**config.mk**
```make
export PLATFORM = sky130hd
export DESIGN_NAME = alu_op_dispatch
export DESIGN_NICKNAME = d
export VERILOG_FILES = /design/src/rtl/alu_dispatch_pkg.sv /design/src/rtl/alu_op_onehot.sv /design/src/rtl/alu_op_dispatch.sv
export SDC_FILE = /design/constraint.sdc
export NUM_CORES = 1
export LEC_CHECK = 0
export CORE_ASPECT_RATIO = 1.25
export CORE_MARGIN = 2
export CORE_UTILIZATION = 30
export CTS_BUF_LIST = sky130_fd_sc_hd__clkbuf_8
export DETAILED_ROUTE_END_ITERATION = 16
export MAX_ROUTING_LAYER = met4
export PLACE_DENSITY_LB_ADDON = 0.25
export SLEW_MARGIN = 10
export SYNTH_ARGS = -nofsm -noshare
export SYNTH_HDL_FRONTEND = slang
export SYNTH_HIERARCHICAL = 1
export SYNTH_SLANG_ARGS = --single-unit
```
**constraint.sdc**
```tcl
create_clock -name clock -period 4 [get_ports clock]
set_clock_uncertainty 0.15 [all_clocks]
set_input_delay 0.8 -clock clock [delete_from_list [all_inputs] [get_ports clock]]
set_output_delay 0.8 -clock clock [all_outputs]
set_load 0.01 [all_outputs]
```
**src/rtl/alu_dispatch_pkg.sv**
```systemverilog
// Shared constants and types for the ALU opcode dispatch stage.
// Opcode encodings, default widths and the handshake FSM state type.
package alu_dispatch_pkg;

   localparam int unsigned OPCODE_W_DEF  = 5;
   localparam int unsigned NUM_OPS_DEF   = 8;
   localparam int unsigned MC_FIRST_DEF  = 6;
   localparam int unsigned MC_CYCLES_DEF = 32;

   localparam logic [OPCODE_W_DEF-1:0] OP_ADD = 5'd0;
   localparam logic [OPCODE_W_DEF-1:0] OP_SUB = 5'd1;
   localparam logic [OPCODE_W_DEF-1:0] OP_AND = 5'd2;
   localparam logic [OPCODE_W_DEF-1:0] OP_OR  = 5'd3;
   localparam logic [OPCODE_W_DEF-1:0] OP_SLL = 5'd4;
   localparam logic [OPCODE_W_DEF-1:0] OP_SRA = 5'd5;
   localparam logic [OPCODE_W_DEF-1:0] OP_MUL = 5'd6;
   localparam logic [OPCODE_W_DEF-1:0] OP_DIV = 5'd7;

   typedef enum logic [1:0] {
      S_IDLE,
      S_VALID,
      S_BUSY
   } state_e;

endpackage

```
**src/rtl/alu_op_onehot.sv**
```systemverilog
// Combinational opcode decoder: one-hot control lines plus illegal and
// multi-cycle classification.
module alu_op_onehot
   import alu_dispatch_pkg::*;
#(
   parameter int unsigned OPCODE_W = OPCODE_W_DEF,
   parameter int unsigned NUM_OPS  = NUM_OPS_DEF,
   parameter int unsigned MC_FIRST = MC_FIRST_DEF
) (
   input  logic [OPCODE_W-1:0] opcode,
   output logic [NUM_OPS-1:0]  onehot,
   output logic                illegal,
   output logic                multicycle
);

   // One extra bit so NUM_OPS == 2**OPCODE_W is still representable.
   localparam int unsigned     CMP_W      = OPCODE_W + 1;
   localparam logic [CMP_W-1:0] NUM_OPS_C  = CMP_W'(NUM_OPS);
   localparam logic [CMP_W-1:0] MC_FIRST_C = CMP_W'(MC_FIRST);

   logic [CMP_W-1:0] op_ext;

   assign op_ext = {1'b0, opcode};

   always_comb begin
      illegal    = (op_ext >= NUM_OPS_C);
      multicycle = ~illegal & (op_ext >= MC_FIRST_C);
      onehot     = '0;
      for (int k = 0; k < int'(NUM_OPS); k++) begin
         onehot[k] = (op_ext == CMP_W'(k));
      end
   end

endmodule

```
**src/rtl/alu_op_dispatch.sv**
```systemverilog
// Registered opcode dispatch with valid/ready handshake and multi-cycle stall.
// Define ALU_OP_DISPATCH_STATS_EN to build the saturating illegal-opcode counter.
module alu_op_dispatch
   import alu_dispatch_pkg::*;
#(
   parameter int unsigned OPCODE_W  = OPCODE_W_DEF,
   parameter int unsigned NUM_OPS   = NUM_OPS_DEF,
   parameter int unsigned MC_FIRST  = MC_FIRST_DEF,
   parameter int unsigned MC_CYCLES = MC_CYCLES_DEF
) (
   input  logic                clock,
   input  logic                reset_n,
   input  logic                in_valid,
   output logic                in_ready,
   input  logic [OPCODE_W-1:0] in_opcode,
   output logic                out_valid,
   input  logic                out_ready,
   output logic [NUM_OPS-1:0]  out_onehot,
   output logic                out_illegal,
   output logic                out_multicycle,
   output logic                busy,
   output logic [15:0]         illegal_count
);

   localparam int unsigned      CNT_W    = (MC_CYCLES > 1) ? $clog2(MC_CYCLES) : 1;
   localparam logic [CNT_W-1:0] CNT_LOAD = CNT_W'(MC_CYCLES - 1);

   state_e             state_q, state_d;
   logic [CNT_W-1:0]   cnt_q, cnt_d;
   logic [NUM_OPS-1:0] onehot_q, dec_onehot;
   logic               illegal_q, dec_illegal;
   logic               mc_q, dec_mc;
   logic               accept;

   alu_op_onehot #(
      .OPCODE_W (OPCODE_W),
      .NUM_OPS  (NUM_OPS),
      .MC_FIRST (MC_FIRST)
   ) u_decode (
      .opcode     (in_opcode),
      .onehot     (dec_onehot),
      .illegal    (dec_illegal),
      .multicycle (dec_mc)
   );

   // A held multi-cycle vector must drain into BUSY before anything new issues.
   assign in_ready = (state_q == S_IDLE) | ((state_q == S_VALID) & out_ready & ~mc_q);
   assign accept   = in_valid & in_ready;

   always_comb begin
      state_d = state_q;
      cnt_d   = cnt_q;
      unique case (state_q)
         S_IDLE: begin
            if (accept) begin
               state_d = S_VALID;
            end
         end
         S_VALID: begin
            if (out_ready) begin
               if (mc_q) begin
                  state_d = S_BUSY;
                  cnt_d   = CNT_LOAD;
               end else if (accept) begin
                  state_d = S_VALID;
               end else begin
                  state_d = S_IDLE;
               end
            end
         end
         S_BUSY: begin
            if (cnt_q == '0) begin
               state_d = S_IDLE;
            end else begin
               cnt_d = cnt_q - 1'b1;
            end
         end
         default: begin
            state_d = S_IDLE;
            cnt_d   = '0;
         end
      endcase
   end

   always_ff @(posedge clock) begin
      if (!reset_n) begin
         state_q <= S_IDLE;
         cnt_q   <= '0;
      end else begin
         state_q <= state_d;
         cnt_q   <= cnt_d;
      end
   end

   // Vector content is held outside VALID so downstream never sees X.
   always_ff @(posedge clock) begin
      if (!reset_n) begin
         onehot_q  <= '0;
         illegal_q <= 1'b0;
         mc_q      <= 1'b0;
      end else if (accept) begin
         onehot_q  <= dec_onehot;
         illegal_q <= dec_illegal;
         mc_q      <= dec_mc;
      end
   end

   assign out_valid      = (state_q == S_VALID);
   assign busy           = (state_q == S_BUSY);
   assign out_onehot     = onehot_q;
   assign out_illegal    = illegal_q;
   assign out_multicycle = mc_q;

`ifdef ALU_OP_DISPATCH_STATS_EN
   logic [15:0] illegal_cnt_q;

   always_ff @(posedge clock) begin
      if (!reset_n) begin
         illegal_cnt_q <= '0;
      end else if (accept & dec_illegal & (illegal_cnt_q != 16'hFFFF)) begin
         illegal_cnt_q <= illegal_cnt_q + 16'd1;
      end
   end

   assign illegal_count = illegal_cnt_q;
`else
   assign illegal_count = 16'h0000;
`endif

endmodule

```
==> results.txt <==
The startpoint identified for the worst register-to-register timing path is state_q[0]. The synthesized netlist cell count came out at ~130. The tree built by TritonCTS fans out to 17 sinks.

The count of nets left with antenna violations once routing finished came out at 0. During synthesis, Yosys emitted a total of 6 warnings. The ratio of final minimum period to clock period is between 70% and 80%. The number of DRC markers after the initial detailed-route iteration came out at 33. The sequential element share of the synthesized area is about 31%. The number of buffers inserted by port buffering is 21. The initial cell density of the core is 31.2%.

The netlist uses 35 different library cells. The worst hold path passes through 2 cells. The number of failing hold endpoints at the final stage is 0.

The total via count in the routed design came out at 853. The post-route cell area came out at around 0.0013 mm2. The final net count is 162.

The HPWL after detailed placement came out at around 1600 um. Entering global routing, the biggest net connects 16 pins. Adding up every negative setup slack in the final design gives 0 ps. The total clock buffers created by CTS is 3.

The class of the worst hold path is flip-flop to flip-flop. Broken down by cell family, the worst path's largest delay share belongs to buffers and inverters. In this run the power density over the cells is between 300 and 400 mW/mm2. Traced cell by cell, the critical path runs through clkdlybuf4s50_1 -> and3b_1 -> or2_2 -> clkdlybuf4s50_1. The critical path is of the primary input to primary output type.

At the later pin of the worst-skew pair, clock insertion delay measures between 200 and 300 ps. The number of gates resized after cts is 0. The cell depth of the worst setup path came out at 4. The required time at the endpoint of the critical path came out at slightly above 3000 ps.

The overall die width came out at about 58 um. The first-pass detailed-route iteration total came out at 4. In the synthesized netlist the dominant register cell turns out to be sky130_fd_sc_hd__dfxtp_1. Global routing finished with a remaining overflow of 0. The clock tree buffer depth came out at 2. The slew at the pin closest to its max-slew limit is ~540 ps.

By area the synthesized netlist is led by sky130_fd_sc_hd__dfxtp_1, sky130_fd_sc_hd__buf_4, sky130_fd_sc_hd__mux2i_1. The number of cells on the worst reg-to-reg path is 5. The overall routed net length is roughly 2100 um. The core area is 0.00348 mm2. Dividing the detail-routed wire length by the instance count gives 11.3 um. The count of max-cap constraint violations came out at 0. On the critical path, the stage with the largest delay is an instance of sky130_fd_sc_hd__clkdlybuf4s50_1.

The maximum vdd ir drop came out at 0.268 mV. Counting flops and latches in the post-synthesis netlist gives 17. The count of boundary I/O pins is 38. The count of flip-flops with a built-in enable after synthesis came out at 0.

TritonCTS built the clock tree. The worst-case headroom to the max-slew limit came out at ~64%. The post-synthesis cell area came out at around 0.0011 mm2.

Setup violations remaining at the end of the flow were counted as 0. In the routed design, unresolved DRC markers number 0. The mean instance size in the synthesized netlist came out at around 8.6 um2. The flow ran to the end, and the final reports show no timing, DRC or antenna violations. The number of hold buffers added after cts is 0.

The antenna diode count is 0. The cell type with the highest occurrence count on the critical path is sky130_fd_sc_hd__clkdlybuf4s50_1. The minimum setup slack among reg-to-reg paths is approximately 2100 ps. Relative to the synthesized area, the layout overhead comes to 21.4%. The final count of pins violating max slew came out at 0.

Clock tree synthesis selected as its root buffer the cell sky130_fd_sc_hd__clkbuf_8. The initial antenna violation count came out at 0. The maximum clock frequency came out at approximately 320 MHz. In this run the core area contains 24 standard-cell rows. Global routing used a little over a tenth of the available tracks across all layers. In this run the worst path has a maximum fanout of 3.

The cell count after placement is roughly 180. The startpoint identified for the worst hold timing path is cnt_q[1]. The number of fill cells in the layout is 369.

The largest total area in the synthesized netlist belongs to sky130_fd_sc_hd__dfxtp_1. For the worst setup path, the data arrival time is about 2200 ps. The proportion of layout cells with a drive suffix above 1 came out at around a tenth. Buffers added to address setup during post-CTS repair amount to 0. The area enclosed by the die boundary is around 0.0041 mm2. The area after detailed placement came out at between 0.001 and 0.0015 mm2.

The async set-reset flop share out of synthesis is 0%. Setup repair after global routing left no endpoint under its margin. The share of the synthesized area in the top cell type is 31.3%. The H-tree depth reported by CTS is 1. The largest stage delay on the critical path is around 470 ps.

The buffer and inverter count on the worst path is 2. In this run the critical register-to-register path is captured at cnt_q[1]. The commonest cells after synthesis are sky130_fd_sc_hd__dfxtp_1, sky130_fd_sc_hd__nor2_1, sky130_fd_sc_hd__buf_4, sky130_fd_sc_hd__mux2i_1, sky130_fd_sc_hd__a21oi_1. The post-route non-filler standard cell count came out at ~190. STA classifies the critical path endpoint as a primary output.

The hold path endpoint is cnt_q[1]. Dividing the detail-routed via count by the number of cells gives 4.59. The design draws approximately 0.42 mW. The clock transition time at the flip-flop clock pins of the worst setup and hold paths came out at around 80 ps. The reported leakage power is between 0.5 and 0.6 nW. The via count of the first global-routing pass is 801.

In this run the vertical extent of the chip is between 70 and 80 um. The first global-routing pass estimated ~3500 um of wire. STA classifies the critical path startpoint as a primary input. The worst-case hold slack came out at 341 ps. The clock period minus worst slack is ~3100 ps. The final RePlAce weighted congestion is a little over 0.7.
==> cells by family (layout without fill, tap and decap cells) <==
logic type               count (synthesis)  after routing  share of synthesized area [%]
AO/OA/AOI/OAI                           18             18                           12.4
XOR/XNOR                                 3              3                           2.41
adder cells (fa/ha/maj)                  5              5                           5.75
buffers and inverters                   27             33                           15.2
flip-flops                              17             17                           31.3
multiplexers                            10             10                           9.20
other                                    1             16                          0.344
AND/OR/NAND/NOR                         45             45                           23.4
==> through the flow <==
stage | setup WS [ps] | util [%]
finish | 854 | 37.9
global route | 797 | 37.9
CTS | 852 | 37.9
detailed placement | 856 | 36.5
global placement | 873 | 36.5
floorplan | 1780 | -
==> worst reg2reg max path, cell delays in order, from the launching register on <==
cell                       delay (ps)
sky130_fd_sc_hd__dfxtp_1          370
sky130_fd_sc_hd__inv_1             80
sky130_fd_sc_hd__ha_1             350
sky130_fd_sc_hd__a221oi_1         570
sky130_fd_sc_hd__o211ai_1         180
sky130_fd_sc_hd__a21oi_1          160
==> layout by cell type, fill, tap and decap left out, types with 2 or more instances in the layout <==
cell,n
sky130_fd_sc_hd__a21o_1,2
sky130_fd_sc_hd__conb_1,16
sky130_fd_sc_hd__nand2_1,5
sky130_fd_sc_hd__mux2i_1,10
sky130_fd_sc_hd__dfxtp_1,17
sky130_fd_sc_hd__o22ai_1,2
sky130_fd_sc_hd__nand4_1,2
sky130_fd_sc_hd__nand3_1,2
sky130_fd_sc_hd__a21oi_1,8
sky130_fd_sc_hd__clkbuf_8,3
sky130_fd_sc_hd__or2_2,2
sky130_fd_sc_hd__nor3_2,2
sky130_fd_sc_hd__ha_1,5
sky130_fd_sc_hd__nand2b_1,4
sky130_fd_sc_hd__nor2_1,17
sky130_fd_sc_hd__inv_1,7
sky130_fd_sc_hd__nor2b_1,2
sky130_fd_sc_hd__clkdlybuf4s50_1,21
sky130_fd_sc_hd__xor2_1,3
==> where the power goes <==
| part | total, mW | leakage [nW] | internal [mW] | switching (mW) |
|---|---|---|---|---|
| clock network | 0.137 | 0.0217 | 0.0702 | 0.0667 |
| registers | 0.178 | 0.138 | 0.174 | 0.00407 |
| logic | 0.101 | 0.391 | 0.0468 | 0.0539 |
| total | 0.416 | 0.550 | 0.291 | 0.125 |
==> cell type report <==
type                            instances  area [um2]  share of cell area, %
Clock inverter                          1        7.51                  0.568
Sequential cell                        17         340                   25.8
Inverter                                7        26.3                   1.99
Tap cell                               39        48.8                   3.69
Multi-Input combinational cell         97         639                   48.4
Clock buffer                            3        41.3                   3.12
Timing Repair Buffer                   22         218                   16.5
==> routing by layer <==
layer  GRT usage, %  wire length (um)
met5              -                 0
met4           2.07                 0
met3           3.43               127
met2           17.0               950
met1           13.7              1020
==> how the worst max path moves through the flow <==
stage,start,endpoint,slack (ps)
5_1_grt,out_ready,in_ready,800
2_1_floorplan,out_ready,in_ready,1780
3_3_place_gp,out_ready,in_ready,870
6_report,out_ready,in_ready,850
4_1_cts,out_ready,in_ready,850
3_5_place_dp,out_ready,in_ready,860
==> flip-flops by register name, indices dropped and copies added, names as in the netlist <==
register,cells
cnt_q,5
out_illegal,1
out_multicycle,1
out_onehot,8
state_q,2
Power figures use the tool's default switching activity.
